$ cat src/rtl/mem_wb_stage_pkg.sv
`default_nettype none
// ============================================================================
//  Module      : mem_wb_stage_pkg
//  Description : Shared encodings and access-classification helpers for the
//                memory-access / write-back stage.
//  Revision    : 1.0  initial release
// ============================================================================
package mem_wb_stage_pkg;

    localparam int MEM_OP_BUS = 4;
    localparam int BYTE_SEL_W = 4;
    localparam int DATA_W     = 32;
    localparam int GPR_ADDR_W = 5;

    localparam logic [MEM_OP_BUS-1:0] MEM_OP_NONE = 4'd0;
    localparam logic [MEM_OP_BUS-1:0] MEM_OP_LB   = 4'd1;
    localparam logic [MEM_OP_BUS-1:0] MEM_OP_LBU  = 4'd2;
    localparam logic [MEM_OP_BUS-1:0] MEM_OP_LH   = 4'd3;
    localparam logic [MEM_OP_BUS-1:0] MEM_OP_LHU  = 4'd4;
    localparam logic [MEM_OP_BUS-1:0] MEM_OP_LW   = 4'd5;
    localparam logic [MEM_OP_BUS-1:0] MEM_OP_SB   = 4'd6;
    localparam logic [MEM_OP_BUS-1:0] MEM_OP_SH   = 4'd7;
    localparam logic [MEM_OP_BUS-1:0] MEM_OP_SW   = 4'd8;

    typedef enum logic [0:0] {
        ST_IDLE = 1'b0,
        ST_BUS  = 1'b1
    } state_e;

    function automatic logic is_load(input logic [MEM_OP_BUS-1:0] op);
        return (op >= MEM_OP_LB) && (op <= MEM_OP_LW);
    endfunction

    function automatic logic is_store(input logic [MEM_OP_BUS-1:0] op);
        return (op >= MEM_OP_SB) && (op <= MEM_OP_SW);
    endfunction

    function automatic logic is_misaligned(input logic [MEM_OP_BUS-1:0] op,
                                           input logic [1:0]            offset);
        logic r;
        case (op)
            MEM_OP_LH, MEM_OP_LHU, MEM_OP_SH: r = offset[0];
            MEM_OP_LW, MEM_OP_SW:             r = |offset;
            default:                          r = 1'b0;
        endcase
        return r;
    endfunction

endpackage
`default_nettype wire

$ cat src/rtl/mem_load_align.sv
`default_nettype none
// ============================================================================
//  Module      : mem_load_align
//  Description : Big-endian lane logic: load byte/halfword select with
//                sign/zero extension, store lane replication and byte enables.
//  Revision    : 1.0  initial release
// ============================================================================
module mem_load_align
    import mem_wb_stage_pkg::*;
(
    input  logic [MEM_OP_BUS-1:0] access_op_i,
    input  logic [1:0]            access_offset_i,
    input  logic [DATA_W-1:0]     store_data_i,
    output logic [BYTE_SEL_W-1:0] byte_sel_o,
    output logic [DATA_W-1:0]     wdata_o,
    input  logic [MEM_OP_BUS-1:0] load_op_i,
    input  logic [1:0]            load_offset_i,
    input  logic [DATA_W-1:0]     rdata_i,
    output logic [DATA_W-1:0]     load_data_o
);

    logic [7:0]  w_byte;
    logic [15:0] w_half;

    // Offset 0 is the most significant lane.
    always_comb begin
        case (load_offset_i)
            2'd0:    w_byte = rdata_i[31:24];
            2'd1:    w_byte = rdata_i[23:16];
            2'd2:    w_byte = rdata_i[15:8];
            default: w_byte = rdata_i[7:0];
        endcase
        w_half = load_offset_i[1] ? rdata_i[15:0] : rdata_i[31:16];
    end

    always_comb begin
        case (load_op_i)
            MEM_OP_LB:  load_data_o = {{24{w_byte[7]}}, w_byte};
            MEM_OP_LBU: load_data_o = {24'd0, w_byte};
            MEM_OP_LH:  load_data_o = {{16{w_half[15]}}, w_half};
            MEM_OP_LHU: load_data_o = {16'd0, w_half};
            MEM_OP_LW:  load_data_o = rdata_i;
            default:    load_data_o = '0;
        endcase
    end

    always_comb begin
        case (access_op_i)
            MEM_OP_LB, MEM_OP_LBU, MEM_OP_SB: begin
                case (access_offset_i)
                    2'd0:    byte_sel_o = 4'b1000;
                    2'd1:    byte_sel_o = 4'b0100;
                    2'd2:    byte_sel_o = 4'b0010;
                    default: byte_sel_o = 4'b0001;
                endcase
            end
            MEM_OP_LH, MEM_OP_LHU, MEM_OP_SH:
                byte_sel_o = access_offset_i[1] ? 4'b0011 : 4'b1100;
            MEM_OP_LW, MEM_OP_SW:
                byte_sel_o = 4'b1111;
            default:
                byte_sel_o = 4'b0000;
        endcase
    end

    always_comb begin
        case (access_op_i)
            MEM_OP_SB: wdata_o = {4{store_data_i[7:0]}};
            MEM_OP_SH: wdata_o = {2{store_data_i[15:0]}};
            MEM_OP_SW: wdata_o = store_data_i;
            default:   wdata_o = '0;
        endcase
    end

endmodule
`default_nettype wire

$ cat src/rtl/mem_wb_stage.sv
`default_nettype none
// ============================================================================
//  Module      : mem_wb_stage
//  Description : Memory-access and write-back stage with a single-outstanding
//                request/ready data bus transaction and timeout abort.
//  Revision    : 1.0  initial release
// ============================================================================
module mem_wb_stage
    import mem_wb_stage_pkg::*;
#(
    parameter int TIMEOUT_CYCLES = 16,
    parameter int TIMER_WIDTH    = 5
)
(
    input  logic                  clock,
    input  logic                  reset,
    input  logic                  in_valid,
    input  logic                  in_write_enable,
    input  logic [GPR_ADDR_W-1:0] in_write_addr,
    input  logic [DATA_W-1:0]     in_write_data,
    input  logic [MEM_OP_BUS-1:0] in_mem_op,
    input  logic [DATA_W-1:0]     in_mem_addr,
    input  logic [DATA_W-1:0]     in_store_data,
    input  logic                  flush,
    output logic                  stall_request,
    output logic                  bus_request,
    output logic                  bus_write,
    output logic [DATA_W-1:0]     bus_addr,
    output logic [BYTE_SEL_W-1:0] bus_byte_sel,
    output logic [DATA_W-1:0]     bus_wdata,
    input  logic                  bus_ready,
    input  logic [DATA_W-1:0]     bus_rdata,
    output logic                  wb_write_enable,
    output logic [GPR_ADDR_W-1:0] wb_write_addr,
    output logic [DATA_W-1:0]     wb_write_data,
    output logic                  align_error,
    output logic                  bus_error
);

    localparam logic [TIMER_WIDTH-1:0] TIMER_LAST = TIMER_WIDTH'(TIMEOUT_CYCLES - 1);

    state_e                  state_q, state_d;
    logic [TIMER_WIDTH-1:0]  timer_q, timer_d;
    logic                    flush_seen_q, flush_seen_d;
    logic [MEM_OP_BUS-1:0]   op_q, op_d;
    logic [1:0]              offset_q, offset_d;
    logic                    we_q, we_d;
    logic [GPR_ADDR_W-1:0]   dest_q, dest_d;

    logic                    bus_request_q, bus_request_d;
    logic                    bus_write_q, bus_write_d;
    logic [DATA_W-1:0]       bus_addr_q, bus_addr_d;
    logic [BYTE_SEL_W-1:0]   bus_byte_sel_q, bus_byte_sel_d;
    logic [DATA_W-1:0]       bus_wdata_q, bus_wdata_d;
    logic                    wb_we_q, wb_we_d;
    logic [GPR_ADDR_W-1:0]   wb_addr_q, wb_addr_d;
    logic [DATA_W-1:0]       wb_data_q, wb_data_d;
    logic                    align_error_q, align_error_d;
    logic                    bus_error_q, bus_error_d;

    logic [BYTE_SEL_W-1:0]   w_byte_sel;
    logic [DATA_W-1:0]       w_wdata;
    logic [DATA_W-1:0]       w_load_data;
    logic                    w_is_mem;
    logic                    w_timeout;

    mem_load_align u_align (
        .access_op_i     (in_mem_op),
        .access_offset_i (in_mem_addr[1:0]),
        .store_data_i    (in_store_data),
        .byte_sel_o      (w_byte_sel),
        .wdata_o         (w_wdata),
        .load_op_i       (op_q),
        .load_offset_i   (offset_q),
        .rdata_i         (bus_rdata),
        .load_data_o     (w_load_data)
    );

    assign w_is_mem  = is_load(in_mem_op) || is_store(in_mem_op);
    assign w_timeout = (state_q == ST_BUS) && !bus_ready && (timer_q == TIMER_LAST);

    always_comb begin
        state_d        = state_q;
        timer_d        = timer_q;
        flush_seen_d   = flush_seen_q;
        op_d           = op_q;
        offset_d       = offset_q;
        we_d           = we_q;
        dest_d         = dest_q;
        bus_request_d  = bus_request_q;
        bus_write_d    = bus_write_q;
        bus_addr_d     = bus_addr_q;
        bus_byte_sel_d = bus_byte_sel_q;
        bus_wdata_d    = bus_wdata_q;
        wb_we_d        = 1'b0;
        wb_addr_d      = wb_addr_q;
        wb_data_d      = wb_data_q;
        align_error_d  = 1'b0;
        bus_error_d    = 1'b0;
        stall_request  = 1'b0;

        case (state_q)
            ST_IDLE: begin
                if (in_valid) begin
                    if (!w_is_mem || flush) begin
                        wb_we_d   = in_write_enable & ~flush;
                        wb_addr_d = in_write_addr;
                        wb_data_d = in_write_data;
                    end else if (is_misaligned(in_mem_op, in_mem_addr[1:0])) begin
                        align_error_d = 1'b1;
                    end else begin
                        stall_request  = 1'b1;
                        state_d        = ST_BUS;
                        timer_d        = '0;
                        flush_seen_d   = 1'b0;
                        op_d           = in_mem_op;
                        offset_d       = in_mem_addr[1:0];
                        we_d           = in_write_enable;
                        dest_d         = in_write_addr;
                        bus_request_d  = 1'b1;
                        bus_write_d    = is_store(in_mem_op);
                        bus_addr_d     = {in_mem_addr[DATA_W-1:2], 2'b00};
                        bus_byte_sel_d = w_byte_sel;
                        bus_wdata_d    = w_wdata;
                    end
                end
            end
            ST_BUS: begin
                // A flush never aborts the handshake; it only kills the write-back.
                flush_seen_d  = flush_seen_q | flush;
                stall_request = ~bus_ready & ~w_timeout;
                if (bus_ready) begin
                    state_d       = ST_IDLE;
                    bus_request_d = 1'b0;
                    if (is_load(op_q)) begin
                        wb_we_d   = we_q & ~(flush_seen_q | flush);
                        wb_addr_d = dest_q;
                        wb_data_d = w_load_data;
                    end
                end else if (w_timeout) begin
                    state_d       = ST_IDLE;
                    bus_request_d = 1'b0;
                    bus_error_d   = 1'b1;
                end else begin
                    timer_d = timer_q + TIMER_WIDTH'(1);
                end
            end
            default: state_d = ST_IDLE;
        endcase
    end

    always_ff @(posedge clock or negedge reset) begin
        if (!reset) begin
            state_q        <= ST_IDLE;
            timer_q        <= '0;
            flush_seen_q   <= 1'b0;
            op_q           <= MEM_OP_NONE;
            offset_q       <= 2'd0;
            we_q           <= 1'b0;
            dest_q         <= '0;
            bus_request_q  <= 1'b0;
            bus_write_q    <= 1'b0;
            bus_addr_q     <= '0;
            bus_byte_sel_q <= '0;
            bus_wdata_q    <= '0;
            wb_we_q        <= 1'b0;
            wb_addr_q      <= '0;
            wb_data_q      <= '0;
            align_error_q  <= 1'b0;
            bus_error_q    <= 1'b0;
        end else begin
            state_q        <= state_d;
            timer_q        <= timer_d;
            flush_seen_q   <= flush_seen_d;
            op_q           <= op_d;
            offset_q       <= offset_d;
            we_q           <= we_d;
            dest_q         <= dest_d;
            bus_request_q  <= bus_request_d;
            bus_write_q    <= bus_write_d;
            bus_addr_q     <= bus_addr_d;
            bus_byte_sel_q <= bus_byte_sel_d;
            bus_wdata_q    <= bus_wdata_d;
            wb_we_q        <= wb_we_d;
            wb_addr_q      <= wb_addr_d;
            wb_data_q      <= wb_data_d;
            align_error_q  <= align_error_d;
            bus_error_q    <= bus_error_d;
        end
    end

    assign bus_request     = bus_request_q;
    assign bus_write       = bus_write_q;
    assign bus_addr        = bus_addr_q;
    assign bus_byte_sel    = bus_byte_sel_q;
    assign bus_wdata       = bus_wdata_q;
    assign wb_write_enable = wb_we_q;
    assign wb_write_addr   = wb_addr_q;
    assign wb_write_data   = wb_data_q;
    assign align_error     = align_error_q;
    assign bus_error       = bus_error_q;

endmodule
`default_nettype wire

$ cat config.mk
export PLATFORM = sky130hd
export DESIGN_NAME = mem_wb_stage
export DESIGN_NICKNAME = d
export VERILOG_FILES = /design/src/rtl/mem_wb_stage_pkg.sv /design/src/rtl/mem_load_align.sv /design/src/rtl/mem_wb_stage.sv
export SDC_FILE = /design/constraint.sdc
export NUM_CORES = 1
export LEC_CHECK = 0
export ABC_AREA = 1
export CORE_UTILIZATION = 48
export DETAILED_ROUTE_END_ITERATION = 6
export GPL_TIMING_DRIVEN = 1
export PLACE_DENSITY_LB_ADDON = 0.2
export REMOVE_ABC_BUFFERS = 1
export SYNTH_ARGS = -nofsm -noshare
export SYNTH_HDL_FRONTEND = slang
export SYNTH_SLANG_ARGS = --single-unit
$ cat constraint.sdc
create_clock -name clock -period 2.4 [get_ports clock]
set_clock_uncertainty 0.15 [all_clocks]
set_input_delay 0.48 -clock clock [delete_from_list [all_inputs] [get_ports clock]]
set_output_delay 0.48 -clock clock [all_outputs]
set_load 0.05 [all_outputs]
==> reports/results.tsv <==
metric	value	unit
area leader, netlist	dfrtp_1	
Cells after Synth	980	
leakage power	5.26	nW
width of the chip	121	um
met1 Track Usage GR	35.1	%
kind of critical path	flip-flop to primary output	
DP Cell Count	1404	
run status	completed	
xor/xnor share of the synthesized area	0.258	%
critical path startpoint	timer_q[1]	
Cell Area, Placed	9620	um2
total power per unit cell area	914	nW/um2
WL/cell	14.2	um
yosys warns	0	
core outline area	13800	um2
main combinational cell family by area after synthesis	simple AND/OR/NAND/NOR gates	
max-cap viol count	0	
Setup crit end kind	primary output	
worst slew pin tran	565	ps
Final Power	0.00939	W
most common flop cell mapped by yosys	dfrtp_1	
compound-gate portion of the synthesized area	6.46	%
unrepaired setup endpoints after global routing	false	
Seq pwr share	30.8	%
total global routing track utilization	28.9	%
grt ovf	0	
slew margin rel.	62.3	%
drt pass-1 iters	6	
final critical-path required period	2310	ps
Hold Startpoint	wb_write_data[19]	
Final Hold Fails	0	
Sw Share	39.2	%
total number of vias	7194	
Commonest cells post-synth	566 x nand2_1, 127 x dfrtp_1, 56 x nand3_1	
GR Util met2	47.0	%
Area Overhead vs Synth	51.6	%
DR vias/cell	5.00	
gr busiest metal	met2	
Final Max Tran Viols	0	
endpoints failing setup	0	
Non-Filler Instances	1438	
post-synth cell types	28	
Clock Power Share	29.5	%
crit share post-route	96.4	%
hold slack	325	ps
setup ws final	86.2	ps
FF-to-FF setup slack	480	ps
total net switching power	0.00368	W
Combinational Power Share	39.7	%
Routed Antenna Nets	0	
share of cells above drive strength 1	7.79	%
Placer Congestion	0.866	
CTS tree	done	
post-synthesis register bit count	127	
initial antenna violation count	0	
post-route cell area	10300	um2
Die Area	14600	um2
I/O Buffers	251	
initial drt markers	440	
Crit path required time	1770	ps
Reg-to-Reg Start	op_q[3]	
count leader, synth	nand2_1	
EDFF count, synth	0	
vias in the first global route	7014	
CP Data Arrival Time	1680	ps
largest net degree at the start of global routing	62	
Routed Wire Length	20500	um
multi-input logic area	3140	um2
Nets	1391	
asr flop ratio synth	100	%
flip-flop and latch area	3180	um2
num rows	43	
crit path launch type	flip-flop	
Worst Setup Slack post-DPL	-172	ps
Max Buffers Root-to-Sink	2	
multiplexer share of the synthesized area	0.148	%
Sink Count	127	
Root Driver	clkbuf_16	
clk_lat worst skew	420	ps
Hold Crit Class	flip-flop to flip-flop	
syn_area_per_cell	6.92	um2
hpwl dp	14400	um
Die H	121	um
simple-gate share of the synthesized area	38.9	%
n_diodes	0	
Seq/Total Area, Yosys	46.9	%
number of H-tree levels	4	
Yosys top cell area share	46.9	%
global-route wire length before repair	32900	um
post-synthesis cell area	6780	um2
Synth Area in Adders	0.369	%
largest cells by area after synthesis	dfrtp_1 47%, nand2_1 31%, nand3_1 4.1%	
Fill cells	1072	
worst-path fanout max	3	
DRC viols	0	
I/O Pins	254	
Clock Pin Slew Worst Setup and Hold Paths	60	ps
VDD IR max	0.639	mV
TritonCTS Buffers	17	
grt met3 use	8.74	%
fmax	432	MHz
initial core utilization	49.1	%
Internal	0.00571	W
[placed cells by master, fill, tap and decap left out, drive strengths merged, types with 22 or more instances in the layout]
cell	count
clkbuf	22
nand2	571
a21oi	23
buf	46
clkdlybuf4s50	245
inv	43
dfrtp	127
nor2	30
o21ai	62
nand3	56
[timing repair]
item,in CTS,in global routing
pin swaps,1,2
setup endpoints to repair,1,1
hold endpoints to repair,31,0
hold buffers,1,0
resized for setup,7,1
setup buffers,1,1
[power by group through the flow]
| stage | Sequential [W] | Combinational (W) | Clock [W] |
|---|---|---|---|
| 5_1_grt | 0.00294 | 0.00401 | 0.00292 |
| 2_1_floorplan | 0.00419 | 0.000943 | 0 |
| 3_3_place_gp | 0.00290 | 0.00367 | 0 |
| 4_1_cts | 0.00289 | 0.00374 | 0.00281 |
| 3_5_place_dp | 0.00290 | 0.00372 | 0 |
| 6_report | 0.00289 | 0.00373 | 0.00277 |
[critical path, stage by stage, from the launching register on]
cell,delay (ps)
dfrtp_1,400
ha_2,200
nand2_1,60
nor2_1,40
ha_1,180
inv_1,70
nand2_1,80
nand2_2,100
buf_12,140
[routing by layer]
layer	part of all wire (%)	vias to the layer above
met5	0	-
met4	3.2	0
met3	8.3	55
met2	47	295
met1	41	3275
li1	-	3569
[layout make-up]
class | count | share of cell area (%)
Multi-Input combinational cell | 762 | 30.6
Clock inverter | 9 | 1.52
Clock buffer | 22 | 4.61
Inverter | 42 | 1.53
Tap cell | 180 | 2.19
Timing Repair Buffer | 296 | 28.7
Sequential cell | 127 | 30.9
[flip-flops by register name, summed over array words and instances, names as in the netlist]
| register | cells |
|---|---|
| bus_wdata | 32 |
| wb_write_data | 32 |
| bus_addr | 30 |
| dest_q | 5 |
| timer_q | 5 |
| wb_write_addr | 5 |
| bus_byte_sel | 4 |
| op_q | 4 |
| offset_q | 2 |
| align_error | 1 |
| bus_error | 1 |
| bus_request | 1 |
| bus_write | 1 |
| flush_seen_q | 1 |
| state_q | 1 |
| wb_write_enable | 1 |
| we_q | 1 |
[through the flow]
stage          TNS, ps  utilization [%]
2_1_floorplan   -21830                -
3_3_place_gp     -3800             69.6
3_5_place_dp     -9800             69.6
4_1_cts              0             74.3
5_1_grt              0             74.3
6_report             0             74.3
[cell families after synthesis]
family	after synthesis
simple gates	669
flops	127
buf+inv	92
compound gates	86
fa+ha+maj	2
xor+xnor	2
other cells	1
mux	1
[final timing paths]
| kind | endpoint | cells past startpoint |
|---|---|---|
| setup / recovery | stall_request | 8 |
| hold / removal | wb_write_data[19] | 2 |
| setup reg to reg | wb_write_data[23] | 9 |
| hold reg to reg | wb_write_data[19] | 2 |
| max in group asynchronous | wb_write_data[5] | 3 |
| min in group asynchronous | wb_write_data[13] | 2 |
Power figures use the tool's default switching activity.
